<file path="src/rtl/ntc_timeout_counter.sv">
// Loadable down-counter with a terminal flag; used for both the issue gap
// and the read timeout waits of the traffic checker.
module ntc_timeout_counter #(
    parameter int WIDTH = 4
) (
    input  logic             clk,
    input  logic             reset,
    input  logic             load,
    input  logic             enable,
    input  logic [WIDTH-1:0] load_value,
    output logic             terminal
);

    logic [WIDTH-1:0] count;

    always_ff @(posedge clk) begin
        if (reset) begin
            count <= '0;
        end else if (load) begin
            count <= load_value;
        end else if (enable && count != '0) begin
            count <= count - 1'b1;
        end
    end

    assign terminal = (count == '0);

endmodule

</file>
<file path="config.mk">
export PLATFORM = sky130hd
export DESIGN_NAME = ntc_timeout_counter
export DESIGN_NICKNAME = d
export VERILOG_FILES = /design/src/rtl/ntc_timeout_counter.sv
export SDC_FILE = /design/constraint.sdc
export NUM_CORES = 1
export LEC_CHECK = 0
export ABC_AREA = 1
export ABC_CLOCK_PERIOD_IN_PS = 1500
export CAP_MARGIN = 20
export CORE_AREA = 10 10 47 49
export CTS_CLUSTER_DIAMETER = 80
export DETAILED_ROUTE_END_ITERATION = 8
export DIE_AREA = 0 0 57 59
export PLACE_DENSITY = 0.5
export SKIP_CTS_REPAIR_TIMING = 1
export SLEW_MARGIN = 20
export SYNTH_ARGS = -nofsm -noshare
export SYNTH_HDL_FRONTEND = slang
export SYNTH_SLANG_ARGS = --single-unit
</file>
<file path="constraint.sdc">
create_clock -name clk -period 1.5 [get_ports clk]
set_input_delay 0.225 -clock clk [delete_from_list [all_inputs] [get_ports clk]]
set_output_delay 0.225 -clock clk [all_outputs]
set_load 0.02 [all_outputs]
</file>
==> summary.txt, run 1 <==
Layout
  – Max reg flops: 4
  – Filler cells: 161
  – Largest regs: count x4
  – Final nets: between 60 and 70
  – Post-Layout Cell Count: 72
  – Most flops, register: count
  – Diodes inserted: 0
  – Area grow syn2layout: 56.6%
  – Share of cells above drive strength 1: about a quarter

Clock network
  – Clk_lat worst skew: approximately 0.23 ns
  – Clock Sinks: 4
  – Reg clk slew, reported paths: 0.04 ns
  – Clk root buf: clkbuf_4
  – CTS tree: done
  – Bufs on Longest Clock Path: 2
  – Htree depth: 1
  – Num CTS Buffers: 3

Power and ir drop
  – Switching share of power: between 20% and 30%
  – Psw: around 120 µW
  – Power per cell area: 936 nW/µm²
  – Leak: 0.000219 µW
  – Cell Int Power: 285 µW
  – Max VDD drop: 317 µV
  – Clock share of power: 31.7%
  – Tot Pwr: about 400 µW
  – Flop pwr share: 31.8%
  – Combinational power share: 36.6%

Floorplan
  – Site Rows: 14
  – Starting Density: 19.6%
  – IO Count: 9
  – Die height: around 59 µm
  – Die ar.: 3360 µm²
  – Chip width: 57 µm
  – Core ar.: 1400 µm²

Yosys
  – Cell area after synthesis: 274 µm²
  – Yosys top cell area share: between 20% and 30%
  – Unique cell type count in the Yosys netlist: 16
  – Yosys top cell by area: dfxtp_1
  – Synth top area cells: dfxtp_1 (29%), nand2_1 (11%), nand2_4 (8.2%), nor2_1 (8.2%), inv_1 (6.8%)
  – Seq/Total Area, Yosys: 29.2%
  – Most frequent cell after synthesis: nand2_1
  – Top_reg_cell synth: dfxtp_1
  – Syn. warnings: 0
  – Cells after Synth: 41
  – Mapped Avg Cell Area: 6.68 µm²
  – Commonest cells in the synthesized netlist: nand2_1 (8), nor2_1 (6), inv_1 (5)
  – Post-synthesis register bit count: 4
  – Post-synth ARST share: 0%
  – Syn nets: 50
  – Number of synthesized flops with an enable pin: 0

Flow run
  – Max-cap check violation count: 0

Global route
  – Vias in the first global route: 302
  – GRT Util Overall: between 4 and 5%
  – Antenna violations before repair: 0
  – Global route overflow: 0
  – First-pass GRT wire length: 1070 µm
  – Largest net degree at the start of global routing: 8

Detailed routing
  – Vias/cell: a little over 4
  – DRC errors left: 0
  – Drt wl/cell: 8.74 µm
  – WL final: 629 µm
  – Detail Route Antenna Nets: 0
  – Starting DRC count in detailed routing: 2
  – Vias: 294
  – Drt first pass iters: 2

Timing
  – Final worst-path cycle share: 89.9%
  – Slew HR: 84.7%
  – Tightest Pin Transition: 0.229 ns
  – Fmax achieved: 741 MHz
  – Clock skew: 0.00195 ns
  – Final min period: 1.35 ns
  – Final hold viol count: 0
  – Slack of the critical path: 0.151 ns
  – Final Slew Violations: 0
  – RSZ-0062 raised after global routing: false
  – Fin Hold WS: 0.490 ns
  – Final setup vio count: 0

Critical path
  – Startpoint Class: flip-flop
  – Critical path endpoint category: output port
  – Worst path arrival time: between 1 and 1.5 ns
  – WS Path Type: flip-flop to output port
  – Worst stage delay on the critical path: 0.32 ns
  – Worst Path Max Fanout: 2
  – Worst Path Required: ~1.3 ns
  – Crit path buf inv count: 3
  – Crit path top cell by count: inv_1
  – Crit path max-delay family: flip-flops
  – R2r setup slk: 0.28 ns
  – Critical-path cell list: inv_1, ha_1, nand3_2, inv_1, dlymetal6s2s_1
  – Slowest cell on the critical path: dfxtp_1

Place
  – HPWL Detailed: around 550 µm
  – IO Port Bufs: 8
  – Placed cells: 69
  – Dpl ws: roughly 0.0037 ns
  – RD Place Congestion: between 0.7 and 0.8

Hold path
  – Worst Hold Class: flip-flop to flip-flop

Outcome
  – Status: finished, final reports clean
[through the flow]
| stage | setup TNS [ns] | cell area [µm²] | utilization (%) |
|---|---|---|---|
| finish | 0 | 429 | 30.6 |
| global route | 0 | 429 | 30.6 |
| CTS | -0.249 | 427 | 30.4 |
| detailed placement | 0 | 404 | 28.8 |
| global placement | 0 | 404 | 28.8 |
| floorplan | 0 | 274 | - |
[final cells by class]
cell class	count	area, µm²	share of cell area, %
timing repair buffer	12	113	26.2
inverter	8	31.3	7.29
sequential	4	80.1	18.7
multi-input combinational	29	163	37.9
tap	16	20.0	4.66
clock buffer	3	22.5	5.25
[cell families (layout without fill, tap and decap cells)]
kind of cell | after synthesis | count (layout) | synth area share (%)
and+or+nand+nor | 21 | 21 | 38.8
DFF | 4 | 4 | 29.2
xor gates and xnor gates | 1 | 1 | 3.20
adders and majority gates | 1 | 1 | 4.57
AOI/OAI and AO/OA | 6 | 6 | 12.8
buffers and inverters | 8 | 23 | 11.4
[metal layers]
layer	wire (µm)	global-route usage, %
met5	0	0
met4	9	5.03
met3	17	1.29
met2	382	8.84
met1	220	2.36
[cells in the final DEF, fill, tap and decap left out]
cell type        instances
o22ai_1                  1
ha_1                     1
clkinv_2                 1
buf_4                    4
nor2_1                   6
inv_1                    5
dlymetal6s2s_1           1
nand3_2                  1
or2_0                    1
a21oi_1                  1
clkbuf_4                 3
clkdlybuf4s50_1          7
xor2_1                   1
dfxtp_1                  4
o21ai_0                  3
nand3_1                  3
inv_2                    2
nand2_1                  8
a21oi_2                  1
nand2_4                  2
[worst paths after layout]
kind	from	endpoint	depth (start not counted)
max	count[0]$_SDFFE_PP0P_	terminal	5
min	count[3]$_SDFFE_PP0P_	count[3]$_SDFFE_PP0P_	2
max reg2reg	count[0]$_SDFFE_PP0P_	count[1]$_SDFFE_PP0P_	8
min reg2reg	count[3]$_SDFFE_PP0P_	count[3]$_SDFFE_PP0P_	2
[power groups by stage]
| stage | Clock [µW] | Sequential, µW | Combinational [µW] |
|---|---|---|---|
| final | 127 | 128 | 147 |
| after floorplan | 0 | 128 | 86.1 |
| after global routing | 142 | 129 | 167 |
| after global placement | 0 | 130 | 150 |
| after detailed placement | 0 | 129 | 151 |
| after CTS | 137 | 128 | 151 |
[worst reg2reg max path, stage by stage, from the launching register on]
cell and delay (ns):
dfxtp_1 0.30, inv_1 0.07, ha_1 0.18, nand3_2 0.08, buf_4 0.14, nand2_4 0.06
nand2_4 0.06, o21ai_0 0.16, nor2_1 0.06
(Power assumes the default switching activity.)
==> inputs of run 2 (changes only) <==
ABC_AREA = unset   (was 1)
PLACE_DENSITY = 0.49   (was 0.5)
==> run 2 against run 1 <==
  * The flow now finishes with violations (negative setup slack)
  * Sequential cell count did not move
  * Die area unchanged
  * Clock-buffer cell count unchanged
==> summary.txt, run 2 <==
Detailed routing
  – Met2 WL: 363 µm (-5.0%)
  – Drt wl/cell: 10.6 µm (+22%)
  – Vias: 290 (-1.4%)
  – WL met1: 276 µm (+25%)
  – DR WL met3: 30 µm (+76%)
  – Drt first pass iters: 4 (+2)
  – Highest routed layer: met4
  – Starting DRC count in detailed routing: 4 (+2)
  – DRC errors left: 0 (unchanged)
  – Detail Route Antenna Nets: 0 (unchanged)
  – Vias/cell: 4.39 (+7.6%)
  – WL final: 701 µm (+11%)

Yosys
  – Number of synthesized flops with an enable pin: 0 (unchanged)
  – Syn nets: 38 (-24%)
  – Unique cell type count in the Yosys netlist: 16 (unchanged)
  – Cells after Synth: 29 (-29%)
  – Syn. warnings: 0 (unchanged)
  – Synth top area cells: dfxtp_1 (30%), a2111oi_4 (10%), nor2_1 (7.1%), a311oi_1 (6.7%), inv_1 (5.7%)
  – Mapped Avg Cell Area: 9.06 µm² (+36%)
  – Post-synthesis register bit count: 4 (unchanged)
  – Top_reg_cell synth: dfxtp_1
  – Most frequent cell after synthesis: nor2_1
  – Post-synth ARST share: 0% (unchanged)
  – Seq/Total Area, Yosys: 30.5% (+1.3 points)
  – Commonest cells in the synthesized netlist: nor2_1 (5), dfxtp_1 (4), inv_1 (4)
  – Yosys top cell area share: 30.5% (+1.3 points)
  – Cell area after synthesis: 263 µm² (-4.1%)
  – Yosys top cell by area: dfxtp_1

Floorplan
  – Chip width: 57 µm (unchanged)
  – Die height: 59 µm (unchanged)
  – Core ar.: 1400 µm² (unchanged)
  – Starting Density: 18.8% (-0.80 points)
  – Site Rows: 14 (unchanged)
  – Die ar.: 3360 µm² (unchanged)
  – IO Count: 9 (unchanged)

Flow run
  – Max-cap check violation count: 0 (unchanged)

Clock network
  – Num CTS Buffers: 3 (unchanged)
  – Reg clk slew, reported paths: 0.04 ns (about the same)
  – Clock Sinks: 4 (unchanged)
  – Htree depth: 1 (unchanged)
  – Clk root buf: clkbuf_4
  – Bufs on Longest Clock Path: 2 (unchanged)
  – CTS tree: done
  – Clk_lat worst skew: 0.24 ns (about the same)

Global route
  – Antenna violations before repair: 0 (unchanged)
  – First-pass GRT wire length: 1260 µm (+17%)
  – Vias in the first global route: 304 (+0.66%)
  – Global route overflow: 0 (unchanged)
  – GRT Util Overall: 4.97% (+0.74 points)
  – Largest net degree at the start of global routing: 7 (-1)

Layout
  – Final non-filler cell area: 478 µm² (+11%)
  – Area grow syn2layout: 81.9%
  – Most flops, register: count
  – Max reg flops: 4 (unchanged)
  – Share of cells above drive strength 1: 42.0% (+17 points)
  – Largest regs: count x4
  – Most common cell after layout, fill and taps aside: buf_4
  – Diodes inserted: 0 (unchanged)
  – Final nets: 61 (-9.0%)
  – Most frequent cells in the layout: buf_4 (9), clkdlybuf4s50_1 (7), nor2_1 (5)

Critical path
  – Startpoint Class: flip-flop
  – WS Path Type: flip-flop to flip-flop
  – Slowest cell on the critical path: or3b_4
  – Critical path endpoint category: flip-flop
  – Critical-path cell list: inv_2, ha_4, or3b_4, buf_6, a21o_1, a311oi_1
  – Worst Path Required: 1.64 ns (+0.37 ns)
  – Worst stage delay on the critical path: 0.38 ns (+0.06 ns)
  – Worst path arrival time: 1.67 ns (+0.55 ns)
  – Worst Path Max Fanout: 4 (+2)

Place
  – IO Port Bufs: 8 (unchanged)
  – RD Place Congestion: 0.692 (-6.4%)
  – Placement Cell Area: 450 µm² (+11%)
  – HPWL Detailed: 585 µm (+5.9%)

Timing
  – Fmax achieved: 656 MHz (-12%)
  – RSZ-0062 raised after global routing: true
  – Slack of the critical path: -0.0253 ns (-0.176 ns)
  – Final setup vio count: 3 (+3)
  – Final hold viol count: 0 (unchanged)
  – Final worst-path cycle share: 102% (+12 points)
  – Clock skew: 0.00766 ns (+0.00571 ns)
  – Final Slew Violations: 0 (unchanged)
  – Fin Hold WS: 0.565 ns (+0.0746 ns)
  – Final min period: 1.53 ns (+0.176 ns)
  – Tightest Pin Transition: 0.227 ns (-0.00147 ns)
  – Slew HR: 84.8% (about the same)

Power and ir drop
  – Max VDD drop: 263 µV (-17%)
  – Leak: 0.000196 µW (-11%)
  – Power per cell area: 851 nW/µm² (-9.1%)

Outcome
  – Status: complete, but fails checks
  – Failing checks: negative setup slack

Hold path
  – Worst Hold Class: primary input to flip-flop
run 2: changes by cell type in the layout (fill, tap and decap cells not counted), sizes merged, moves of 2 or more:
cell / delta
nand3: -3
o21ai: -3
buf: +7
a311oi: +2
inv: -3
nand2: -7
a21oi: -2
run 2: critical path, delay by kind of cell (launching register included):
family | cells | cell delay, ns
AO/OA/AOI/OAI | 2 | 0.40
adder cells (fa/ha/maj) | 1 | 0.13
buffers and inverters | 2 | 0.22
flip-flops | 1 | 0.31
AND/OR/NAND/NOR | 1 | 0.38
run 2: logic make-up (layout without fill, tap and decap cells):
logic type               Yosys count  after routing  synth area share [%]
multiplexers                       1              1                  3.81
AND/OR/NAND/NOR                   13             13                  28.6
adder cells (fa/ha/maj)            1              1                  4.76
buffers and inverters              4             25                  5.71
AO/OA/AOI/OAI                      6              6                  26.7
flip-flops                         4              4                  30.5
run 2: final cells by class:
cell class	instances	area, µm²
sequential	4	80.1
multi-input combinational	21	180
tap	16	20.0
clock buffer	3	22.5
inverter	4	15.0
fill	156	923
timing repair buffer	18	160
run 2: metrics by stage:
stage	cells	setup slack [ns]	TNS, ns	utilization, %	power, µW
5_1_grt	66	-0.0888	-0.224	34.1	437
6_report	66	-0.0253	-0.0465	34.1	407
3_3_place_gp	63	-0.250	-0.359	32.1	266
4_1_cts	66	-0.530	-0.705	33.8	409
3_5_place_dp	63	-0.271	-0.422	32.1	266
2_1_floorplan	29	0.0169	0	-	188
run 2: final timing paths:
| check | from | endpoint | slack [ns] | cells past startpoint |
|---|---|---|---|---|
| worst max-delay path | count[1]$_SDFFE_PP0P_ | count[0]$_SDFFE_PP0P_ | -0.03 | 6 |
| worst min-delay path | load_value[3] | count[3]$_SDFFE_PP0P_ | 0.56 | 3 |
| worst max register to register | count[1]$_SDFFE_PP0P_ | count[0]$_SDFFE_PP0P_ | -0.03 | 6 |
| worst min register to register | count[2]$_SDFFE_PP0P_ | count[2]$_SDFFE_PP0P_ | 0.61 | 3 |
run 2: per-layer routing:
| metal | up-vias | GRT usage [%] |
|---|---|---|
| li1 | 150 | - |
| met1 | 128 | 4.15 |
| met2 | 7 | 8.53 |
| met3 | 5 | 2.15 |
| met4 | 0 | 5.03 |
| met5 | - | 0 |
run 2: where the power goes:
group / leakage, µW / internal (µW) / switching [µW]
Sequential: 0.0000333 / 116 / 5.43
Combinational: 0.000149 / 87.1 / 60.0
Clock: 0.0000138 / 89.8 / 48.0
